**src/rtl/alu_pkg.sv**
```systemverilog
// Shared definitions for the 8-bit ALU and its wide-operand sequencer.
package alu_pkg;

    localparam int unsigned DW  = 8;
    localparam int unsigned OPW = 3;

    localparam logic [OPW-1:0] OPT_NOP = 3'd0;
    localparam logic [OPW-1:0] OPT_ADD = 3'd1;
    localparam logic [OPW-1:0] OPT_SUB = 3'd2;
    localparam logic [OPW-1:0] OPT_AND = 3'd3;
    localparam logic [OPW-1:0] OPT_OR  = 3'd4;

    typedef enum logic [1:0] {
        ST_IDLE  = 2'd0,
        ST_ISSUE = 2'd1,
        ST_RESP  = 2'd2
    } state_t;

    // Opcodes the ALU actually implements
    function automatic logic op_legal(input logic [OPW-1:0] op);
        return (op == OPT_ADD) || (op == OPT_SUB) || (op == OPT_AND) || (op == OPT_OR);
    endfunction

    // Opcodes whose carry/borrow chains between limbs
    function automatic logic op_arith(input logic [OPW-1:0] op);
        return (op == OPT_ADD) || (op == OPT_SUB);
    endfunction

endpackage

```
**src/rtl/alu_wide_sequencer.sv**
```systemverilog
// Drives the combinational 8-bit ALU one limb per cycle (LSB first) to
// execute a WORDS x 8-bit operation, chaining carry/borrow between limbs.
module alu_wide_sequencer
    import alu_pkg::*;
#(
    parameter int unsigned WORDS = 2
) (
    input  logic                  clk,
    input  logic                  rst,
    input  logic                  req_valid,
    output logic                  req_ready,
    input  logic [OPW-1:0]        req_op,
    input  logic [DW*WORDS-1:0]   req_a,
    input  logic [DW*WORDS-1:0]   req_b,
    output logic                  rsp_valid,
    input  logic                  rsp_ready,
    output logic [DW*WORDS-1:0]   rsp_s,
    output logic                  rsp_zero,
    output logic                  rsp_co,
    output logic                  rsp_err,
    output logic [OPW-1:0]        alu_opt,
    output logic [DW-1:0]         alu_numa,
    output logic [DW-1:0]         alu_numb,
    output logic [DW-1:0]         alu_ci,
    input  logic [DW-1:0]         alu_s,
    input  logic                  alu_zero,
    input  logic                  alu_co
);

    localparam int unsigned WW = DW * WORDS;
    localparam int unsigned IW = (WORDS > 1) ? $clog2(WORDS) : 1;

    state_t          state_q, state_d;
    logic [OPW-1:0]  op_q, op_d;
    logic [WW-1:0]   a_q, a_d;
    logic [WW-1:0]   b_q, b_d;
    logic [WW-1:0]   res_q, res_d;
    logic [IW-1:0]   idx_q, idx_d;
    logic            zacc_q, zacc_d;

    logic            req_ready_d;
    logic            rsp_valid_d;
    logic [WW-1:0]   rsp_s_d;
    logic            rsp_zero_d;
    logic            rsp_co_d;
    logic            rsp_err_d;
    logic [OPW-1:0]  alu_opt_d;
    logic [DW-1:0]   alu_numa_d;
    logic [DW-1:0]   alu_numb_d;
    logic [DW-1:0]   alu_ci_d;

    logic [WW-1:0]   res_n;
    logic [IW-1:0]   idx_nx;
    logic            carry_n;
    logic            zacc_n;
    logic            last;

    // State and registered outputs; synchronous reset discards any work in flight
    always_ff @(posedge clk) begin
        if (rst) begin
            state_q   <= ST_IDLE;
            op_q      <= OPT_NOP;
            a_q       <= '0;
            b_q       <= '0;
            res_q     <= '0;
            idx_q     <= '0;
            zacc_q    <= 1'b1;
            req_ready <= 1'b1;
            rsp_valid <= 1'b0;
            rsp_s     <= '0;
            rsp_zero  <= 1'b0;
            rsp_co    <= 1'b0;
            rsp_err   <= 1'b0;
            alu_opt   <= OPT_NOP;
            alu_numa  <= '0;
            alu_numb  <= '0;
            alu_ci    <= '0;
        end else begin
            state_q   <= state_d;
            op_q      <= op_d;
            a_q       <= a_d;
            b_q       <= b_d;
            res_q     <= res_d;
            idx_q     <= idx_d;
            zacc_q    <= zacc_d;
            req_ready <= req_ready_d;
            rsp_valid <= rsp_valid_d;
            rsp_s     <= rsp_s_d;
            rsp_zero  <= rsp_zero_d;
            rsp_co    <= rsp_co_d;
            rsp_err   <= rsp_err_d;
            alu_opt   <= alu_opt_d;
            alu_numa  <= alu_numa_d;
            alu_numb  <= alu_numb_d;
            alu_ci    <= alu_ci_d;
        end
    end

    // Next state; ALU drive for the following limb is precomputed so it is registered
    always_comb begin
        state_d     = state_q;
        op_d        = op_q;
        a_d         = a_q;
        b_d         = b_q;
        res_d       = res_q;
        idx_d       = idx_q;
        zacc_d      = zacc_q;
        req_ready_d = req_ready;
        rsp_valid_d = rsp_valid;
        rsp_s_d     = rsp_s;
        rsp_zero_d  = rsp_zero;
        rsp_co_d    = rsp_co;
        rsp_err_d   = rsp_err;
        alu_opt_d   = OPT_NOP;
        alu_numa_d  = '0;
        alu_numb_d  = '0;
        alu_ci_d    = '0;

        // Result of the limb currently presented to the ALU
        res_n                   = res_q;
        res_n[idx_q*DW +: DW]   = alu_s;
        idx_nx                  = idx_q + IW'(1);
        carry_n                 = op_arith(op_q) ? alu_co : 1'b0;
        zacc_n                  = zacc_q & alu_zero;
        last                    = (idx_q == IW'(WORDS - 1));

        case (state_q)
            ST_IDLE: begin
                if (req_valid && req_ready) begin
                    op_d        = req_op;
                    a_d         = req_a;
                    b_d         = req_b;
                    res_d       = '0;
                    idx_d       = '0;
                    zacc_d      = 1'b1;
                    req_ready_d = 1'b0;
                    if (op_legal(req_op)) begin
                        state_d    = ST_ISSUE;
                        alu_opt_d  = req_op;
                        alu_numa_d = req_a[DW-1:0];
                        alu_numb_d = req_b[DW-1:0];
                        alu_ci_d   = '0;
                    end else begin
                        state_d    = ST_RESP;
                        rsp_s_d    = '0;
                        rsp_zero_d = 1'b1;
                        rsp_co_d   = 1'b0;
                        rsp_err_d  = 1'b1;
                    end
                end
            end

            ST_ISSUE: begin
                res_d  = res_n;
                zacc_d = zacc_n;
                if (last) begin
                    state_d    = ST_RESP;
                    rsp_s_d    = res_n;
                    rsp_zero_d = zacc_n;
                    rsp_co_d   = carry_n;
                    rsp_err_d  = 1'b0;
                end else begin
                    idx_d      = idx_nx;
                    alu_opt_d  = op_q;
                    alu_numa_d = a_q[idx_nx*DW +: DW];
                    alu_numb_d = b_q[idx_nx*DW +: DW];
                    alu_ci_d   = {7'b0, carry_n};
                end
            end

            ST_RESP: begin
                // Result registers settle on entry; valid rises one cycle later
                if (!rsp_valid) begin
                    rsp_valid_d = 1'b1;
                end else if (rsp_ready) begin
                    rsp_valid_d = 1'b0;
                    req_ready_d = 1'b1;
                    state_d     = ST_IDLE;
                end
            end

            default: begin
                state_d     = ST_IDLE;
                req_ready_d = 1'b1;
                rsp_valid_d = 1'b0;
            end
        endcase
    end

endmodule

```
**config.mk**
```make
export PLATFORM = sky130hd
export DESIGN_NAME = alu_wide_sequencer
export DESIGN_NICKNAME = d
export VERILOG_FILES = /design/src/rtl/alu_pkg.sv /design/src/rtl/alu_wide_sequencer.sv
export SDC_FILE = /design/constraint.sdc
export NUM_CORES = 1
export LEC_CHECK = 0
export ABC_AREA = 1
export CAP_MARGIN = 30
export CORE_MARGIN = 5
export CORE_UTILIZATION = 50
export DETAILED_ROUTE_END_ITERATION = 8
export PLACE_DENSITY_LB_ADDON = 0.1
export SKIP_LAST_GASP = 1
export SLEW_MARGIN = 15
export SYNTH_ARGS = -nofsm -noshare
export SYNTH_HDL_FRONTEND = slang
export SYNTH_SLANG_ARGS = --single-unit
```
**constraint.sdc**
```tcl
create_clock -name clk -period 3.7 [get_ports clk]
set_input_delay 0.555 -clock clk [delete_from_list [all_inputs] [get_ports clk]]
set_output_delay 0.555 -clock clk [all_outputs]
set_load 0.03 [all_outputs]
```
# After elaboration in Yosys (flattened, before gate mapping)
# Index checks and enable logic that the tools add are counted.
# totals
regBits,103
input_bits,49
out_inout_bits,48
elab_cells,101
# op_classes
n_addsub,2
n_eq_ne,13
shifts,4
mux,47
bitwise_logic,2
n_reduce_logical,15
# ops
op,n
2-to-1 mux 16 bit,4
case mux 16 bit (2 select lines),2
2-to-1 mux 8 bit,6
negator 4 -> 34 bit,1
variable shift 8 x 34 -> 16 bit (first input constant),1
indexed part select 8 x 34 -> 16 bit,1
case mux 8 bit (2 select lines),2
indexed part select 16 x 5 -> 8 bit,2
bitwise mux 16 bit,1
2-to-1 mux 1 bit,15
case mux 1 bit (2 select lines),6
AND reduction 4 bit,3
2-to-1 mux 2 bit,5
inequality test 2 bit (second input constant),5
equality test 3 x 2 -> 1 bit (second input constant),3
2-to-1 mux 3 bit,3
equality test 3 x 1 -> 1 bit (second input constant),2
case mux 2 bit (3 select lines),1
case mux 3 bit (2 select lines),1
logical OR 1 bit,4
AND reduction 2 bit,2
OR reduction 2 bit,2
equality test 3 bit (second input constant),1
case mux 1 bit (3 select lines),1
9 further kinds,9

# Logic depth before layout (Yosys ltp)
# Gate-level depths: netlist of run 1.
# logic_depth
ltp_word,7
ltp_mapped,9
depth_no_buf,8

# Least setup slack after synthesis of run 1
# No wires, ideal clock.
# synth_timing
path_kind,input to register
from,input req_op[0]
to,register rsp_s[7]
setup_ps,115
arrival_time_ps,1359
required_time_ps,3585
setup_slack_ps,2225
stages,7
path_buffers,1
cell_sequence,o21ai_0 nand2_2 nand2_2 buf_2 nand3_1 nand2_1 nor2_1
# synth_between
elab_chain_cells,6
word_cells_on_any_way,9
classes_between,5 x eq/ne; 4 x reduce/logical
# synth_rtl
element,line,rtl
"start, declared",alu_wide_sequencer.sv:12,"input logic [OPW-1:0] req_op,"
equality test 3 x 1 -> 1 bit / equality test 3 x 2 -> 1 bit (equally long branches),alu_pkg.sv:21,return (op == OPT_ADD) || (op == OPT_SUB) || (op == OPT_AND) || (op == OPT_OR);
logical OR 1 bit (2 in a row),alu_pkg.sv:21,
logical OR 1 bit *,alu_pkg.sv:21,
inequality test 2 bit (no source line) *,--,
AND reduction 4 bit (no source line) *,--,
"end signal, assigned",alu_wide_sequencer.sv:88,rsp_s <= rsp_s_d;
"end, declared",alu_wide_sequencer.sv:17,"output logic [DW*WORDS-1:0] rsp_s,"
# Every way passes the cells marked *; elsewhere a longest branch is shown, timed or not.
# A chain may end at the register's enable or synchronous reset.

# Final worst setup path of run 1
# layout_timing
from,register idx_q
to,register rsp_co
# layout_between
elab_chain_cells,2
# layout_rtl
element,line,rtl
"start, declared",alu_wide_sequencer.sv:38,"logic [IW-1:0] idx_q, idx_d;"
"start signal, assigned",alu_wide_sequencer.sv:84,idx_q <= idx_d;
inequality test 2 bit (no source line),--,
AND reduction 4 bit (no source line),--,
"end signal, assigned",alu_wide_sequencer.sv:90,rsp_co <= rsp_co_d;
"end, declared",alu_wide_sequencer.sv:19,"output logic rsp_co,"
# Every way passes these cells.

==> results.toml, run 1 <==
[status]
status = "complete, no violations"

[clocking]
cts_root_buf = "clkbuf_8"
clk_latency_ns = 0.35
cts_buffer_depth = 2
ctsResizeCount = 0
cts_tree = "done"
numCtsBuffers = 9
h-tree-depth = 3
post-cts-setup-buffer-count = 0
cts_hold_buf = 0
clkSlewWorstSetupHoldPaths_ns = 0.08
cts.sinks = 80

[die]
rows = 29
fp.coreArea_sq_um = 6310
die_x_microns = 90.4
die_y_microns = 90.4
start_util_pct = 51.1
dieArea_sq_um = 8170
ioPinCount = 97

[worst_setup_path]
crit_top_cell = "nand2_1"
crit_end = "rsp_co"
cp.required_ns = 3.99
slowest_stage = "dfxtp_1"
worstSetupPathType = "register to register"
cp-start-kind = "register"
cp_max_fo = 35
crit_path_start = "idx_q"
path_cells = "inv_2 -> nand3_2 -> nand2_2 -> nor2_4 -> nand2_1 -> nand2_1 -> nand2_1 -> nor2_1"
r2r_end = "rsp_co"
r2r-start = "idx_q"
max_stage_delay_ns = 0.65
r2r_slack_ns = 1.43
crit_arrival_ns = 2.56
critPathCaptureType = "register"
r2r_cells = 8

[yosys]
yosysWarnings = 0
ys_ff_latch = 80
syn-cell-area_sq_um = 3230
ys_seq_area_share_pct = 49.6
netlist.top_cell.by_area = "dfxtp_1"
synth.area.top_cells = "dfxtp_1 50%, nor2_1 11%, a21oi_1 9.3%, nand3_1 8.2%, o21ai_0 5.7%"
synth_cells = 431
synth_area_per_cell_sq_um = 7.49
netlist.area_leader.share_pct = 49.6
ys_types = 23

[global_route]
grt_remaining_overflow = 0
grt_pass1_wl_microns = 13200
grt_pass1_vias = 2861
grt_max_degree = 41
track_usage_pct = 19.4
antenna_found_initial = 0

[pwr]
p_leak_nw = 1.69
power.density_nw_per_um2 = 605
peakVddDrop_uv = 380

[job]
maxCapViolations = 0

[min_path]
hold_path_class = "register to register"
holdCritStartpoint = "a_q[11]"

[timing]
fin_tns_setup_ns = 0
fmax_ghz = 0.441
hold_viol = 0
tightest_slew_ns = 0.730
rsz0062_at_grt = "no"
skew_ns = 0.00743
slew_headroom_pct = 51.2
finalCritPeriodShare_pct = 61.3
drv_slew = 0
fin_crit_ns = 2.27
fin_ws_ns = 1.43
setup_viol = 0

[route]
ant_nets = 0
totalWireLength_microns = 7870
vias = 3050
drtIter0Drc = 131
drc = 0
first_pass_iters = 4
routed_via_density = 5.21
wire_per_inst_microns = 13.4

[finish]
num_antenna_cells = 0
stdcell_count = 585
final_common_cell = "nor2_1"
nFillCells = 553
area_growth_pct = 32.9
drive_gt1_share_pct = 5.71
final_cell_mix = "93 x nor2_1, 89 x clkdlybuf4s50_1, 80 x dfxtp_1"
final_net_count = 552

[placed_design]
dp_slack_ns = 1.07
place.gp.congestion = 0.805
placedCellCount = 569
port_buffers = 89
detailed_place_hpwl_microns = 5120
## synth_stat cells
master,count
conb_1,1
nor2_2,1
nand3_2,1
buf_4,14
inv_1,9
o211a_1,1
inv_2,2
nand2_2,3
o211ai_1,1
buf_1,3
clkbuf_2,1
nor3_1,1
nor2_4,2
buf_2,9
buf_6,2
o21ai_0,37
nor2_1,93
clkinv_1,1
nand3_1,53
dfxtp_1,80
clkbuf_1,9
nand2_1,47
a21oi_1,60
## metrics by stage
stage                     cell area, sq um  hold slack [ns]  power, mW  util, %
final                                 4290            0.467       2.60     68.0
after global placement                4030            0.447       1.94     63.9
after detailed placement              4090            0.457       1.96     64.7
after floorplan                       3250            0.440       1.71        -
after CTS                             4290            0.470       2.62     68.0
after global routing                  4290            0.483       2.76     68.0
## layout make-up
class	count	area (sq um)	share of cell area [%]
clock inverters	5	55.1	1.28
well taps	77	96.3	2.24
inverters	12	45.0	1.05
multi-input cells	307	1380	32.2
clock buffers	11	151	3.53
repair buffers	93	961	22.4
flip-flops and latches	80	1600	37.3
## worst max-delay path, delay by kind of cell (launching register included)
family | cells | cell delay, ns
buffers and inverters | 1 | 0.27
DFF | 1 | 0.65
and+or+nand+nor | 7 | 1.28
## worst min-delay path by stage
stage / to / slack [ns] / depth (start not counted)
6_report: alu_numa[3] / 0.47 / 2
5_1_grt: alu_numb[5] / 0.48 / 2
4_1_cts: alu_numb[5] / 0.47 / 2
3_5_place_dp: alu_numb[4] / 0.46 / 2
3_3_place_gp: rsp_err / 0.45 / 2
2_1_floorplan: alu_numa[0] / 0.44 / 2
## state kept, by name, indices dropped and copies added (netlist names), 2 cells and up
register and cells:
a_q 8, b_q 8, rsp_s 16, state_q 2, alu_numa 8, res_q 16
op_q 3, alu_opt 3, alu_numb 8
## power by group
group / total, mW / leakage (nW) / switching (mW) / internal, mW
Clock: 0.656 / 0.101 / 0.310 / 0.346
Combinational: 0.863 / 0.937 / 0.536 / 0.327
Sequential: 1.08 / 0.654 / 0.0771 / 1.00
Total: 2.60 / 1.69 / 0.923 / 1.67
## cells by family after synthesis
logic type	Yosys count	share of synthesized area [%]
simple gates	201	26.4
compound gates	99	15.6
flops	80	49.6
buf+inv	50	8.29
other cells	1	0.116
## metal layers
layer	GRT usage, %	vias up	wire length, microns
met5	0	-	0
met4	7.44	0	121
met3	5.92	9	513
met2	32.3	77	3750
met1	23.4	1417	3480
li1	-	1547	-
Power figures use the tool's default switching activity.
==> run 2: changes to the inputs <==
--- a/config.mk
+++ b/config.mk
@@ -8,7 +8,7 @@
 export ABC_AREA = 1
 export CAP_MARGIN = 30
 export CORE_MARGIN = 5
-export CORE_UTILIZATION = 50
+export CORE_UTILIZATION = 47
 export DETAILED_ROUTE_END_ITERATION = 8
 export PLACE_DENSITY_LB_ADDON = 0.1
 export SKIP_LAST_GASP = 1
==> constraint.sdc (replaced) <==
create_clock -name clk -period 2.2 [get_ports clk]
set_input_delay 0.33 -clock clk [delete_from_list [all_inputs] [get_ports clk]]
set_output_delay 0.33 -clock clk [all_outputs]
set_load 0.03 [all_outputs]
==> run 2 against run 1 <==
Compared with the run above:
- routed wire length up 2.9%
- cell count grew 1.0%
- setup slack lost 0.96 ns
- clock power increased by 71%
- power is 70% higher
- sequential power grew 68%
- clock-buffer cell count unchanged
- core utilization is 4.3 points lower
- critical path type is now register to output pin
==> results.toml, run 2 (same netlist as run 1, synthesis figures left out) <==
[timing]
setup_viol = 0
skew_ns = 0.00630
fin_ws_ns = 0.470
slew_headroom_pct = 58.3
rsz0062_at_grt = "no"
finalCritPeriodShare_pct = 78.6
drv_slew = 0
fmax_ghz = 0.578
fin_crit_ns = 1.73
tightest_slew_ns = 0.625
hold_viol = 0
fin_tns_setup_ns = 0

[die]
dieArea_sq_um = 8630
rows = 30
die_x_microns = 92.9
start_util_pct = 47.8
fp.coreArea_sq_um = 6760
die_y_microns = 92.9
ioPinCount = 97

[worst_setup_path]
cp-start-kind = "register"
cp_num_buf_inv = 1
cp.required_ns = 1.87
worstSetupPathType = "register to output pin"
r2r_slack_ns = 0.57
crit_arrival_ns = 1.40
r2r-start = "state_q[1]"
critPathCaptureType = "output pin"
max_stage_delay_ns = 0.69
r2r_cells = 5
slowest_stage = "clkdlybuf4s50_1"
critical_path.top_delay_family = "buffers and inverters"
r2r_end = "alu_opt[0]"
path_cells = "clkdlybuf4s50_1"
cp_max_fo = 2

[global_route]
antenna_found_initial = 0
grt_remaining_overflow = 0
track_usage_pct = 19.1
grt_pass1_vias = 2843
grt_pass1_wl_microns = 13100
grt_max_degree = 41

[clocking]
numCtsBuffers = 9
cts.sinks = 80
cts_root_buf = "clkbuf_8"
post-cts-setup-buffer-count = 0
ctsResizeCount = 0
clk_latency_ns = 0.35
cts_buffer_depth = 2
h-tree-depth = 3
cts_tree = "done"
cts_hold_buf = 0
clkSlewWorstSetupHoldPaths_ns = 0.07

[route]
wire_per_inst_microns = 13.7
routed_via_density = 5.10
drc = 0
drtIter0Drc = 131
ant_nets = 0
vias = 3017
first_pass_iters = 4
totalWireLength_microns = 8090

[finish]
final_net_count = 556
regArea_sq_um = 1600
nFillCells = 611
final_cell_mix = "93 x nor2_1, 89 x clkdlybuf4s50_1, 80 x dfxtp_1"
utilization_pct = 63.7
multi_input_area_sq_um = 1380
final_common_cell = "nor2_1"
largestRegisters = "res_q: 16 flops, rsp_s: 16 flops"
area_growth_pct = 33.4
drive_gt1_share_pct = 5.87
num_antenna_cells = 0

[pwr]
peakVddDrop_uv = 472
power.density_nw_per_um2 = 1030
power_mw = 4.42
p_leak_nw = 1.71

[placed_design]
place.gp.congestion = 0.796
port_buffers = 89
detailed_place_hpwl_microns = 5430
dp_slack_ns = 0.376

[min_path]
holdCritStartpoint = "b_q[12]"
hold_end = "alu_numb[4]"
hold_path_class = "register to register"
hold_depth = 2

[job]
maxCapViolations = 0

[status]
status = "complete, no violations"
## run 2: cell count changes in the layout (fill, tap and decap cells not counted)
cell        before  now
buf_12           0    2
buf_16           2    0
buf_4            2    6
bufinv_16        1    2
clkbuf_1         0    2
clkbuf_8        11    9
clkinvlp_4       2    0
## run 2: worst max-delay path by stage
stage | from | to | depth (start not counted)
6_report | rsp_err | rsp_err | 1
4_1_cts | rsp_err | rsp_err | 1
3_5_place_dp | req_valid | zacc_q | 7
2_1_floorplan | req_ready | rsp_s[15] | 8
5_1_grt | rsp_valid | rsp_valid | 1
3_3_place_gp | req_valid | alu_opt[1] | 8
## run 2: per-layer routing
layer / up-vias / global-route usage (%) / part of all wire (%)
met1: 1388 / 22.1 / 41
met4: 0 / 6.96 / 1.4
met2: 69 / 32.0 / 50
met5: - / 0 / 0
met3: 9 / 7.39 / 7.5
li1: 1551 / - / -
## run 2: area by class of cell
class,count,share of cell area (%)
sequential,80,37.2
clock buffer,11,3.05
inverter,12,1.05
timing repair buffer,97,22.7
clock inverter,4,1.63
multi-input combinational,307,32.1
tap,80,2.32
## run 2: worst register-to-register path: stages, from the launching register on
cell and delay [ns]:
dfxtp_1 0.43, inv_1 0.11, nand3_2 0.12, clkinv_1 0.48, a21oi_1 0.32, nor2_1 0.05
## run 2: through the flow
step / hold slack, ns / area (sq um) / std cells
after global routing: 0.494 / 4310 / 591
final: 0.465 / 4310 / 591
after global placement: 0.448 / 4110 / 576
after floorplan: 0.440 / 3250 / 437
after detailed placement: 0.452 / 4110 / 576
after CTS: 0.468 / 4310 / 591
## run 2: power by group
| part | switching, mW | internal, mW | total [mW] |
|---|---|---|---|
| registers | 0.126 | 1.68 | 1.81 |
| clock network | 0.487 | 0.630 | 1.12 |
| logic | 0.917 | 0.582 | 1.50 |
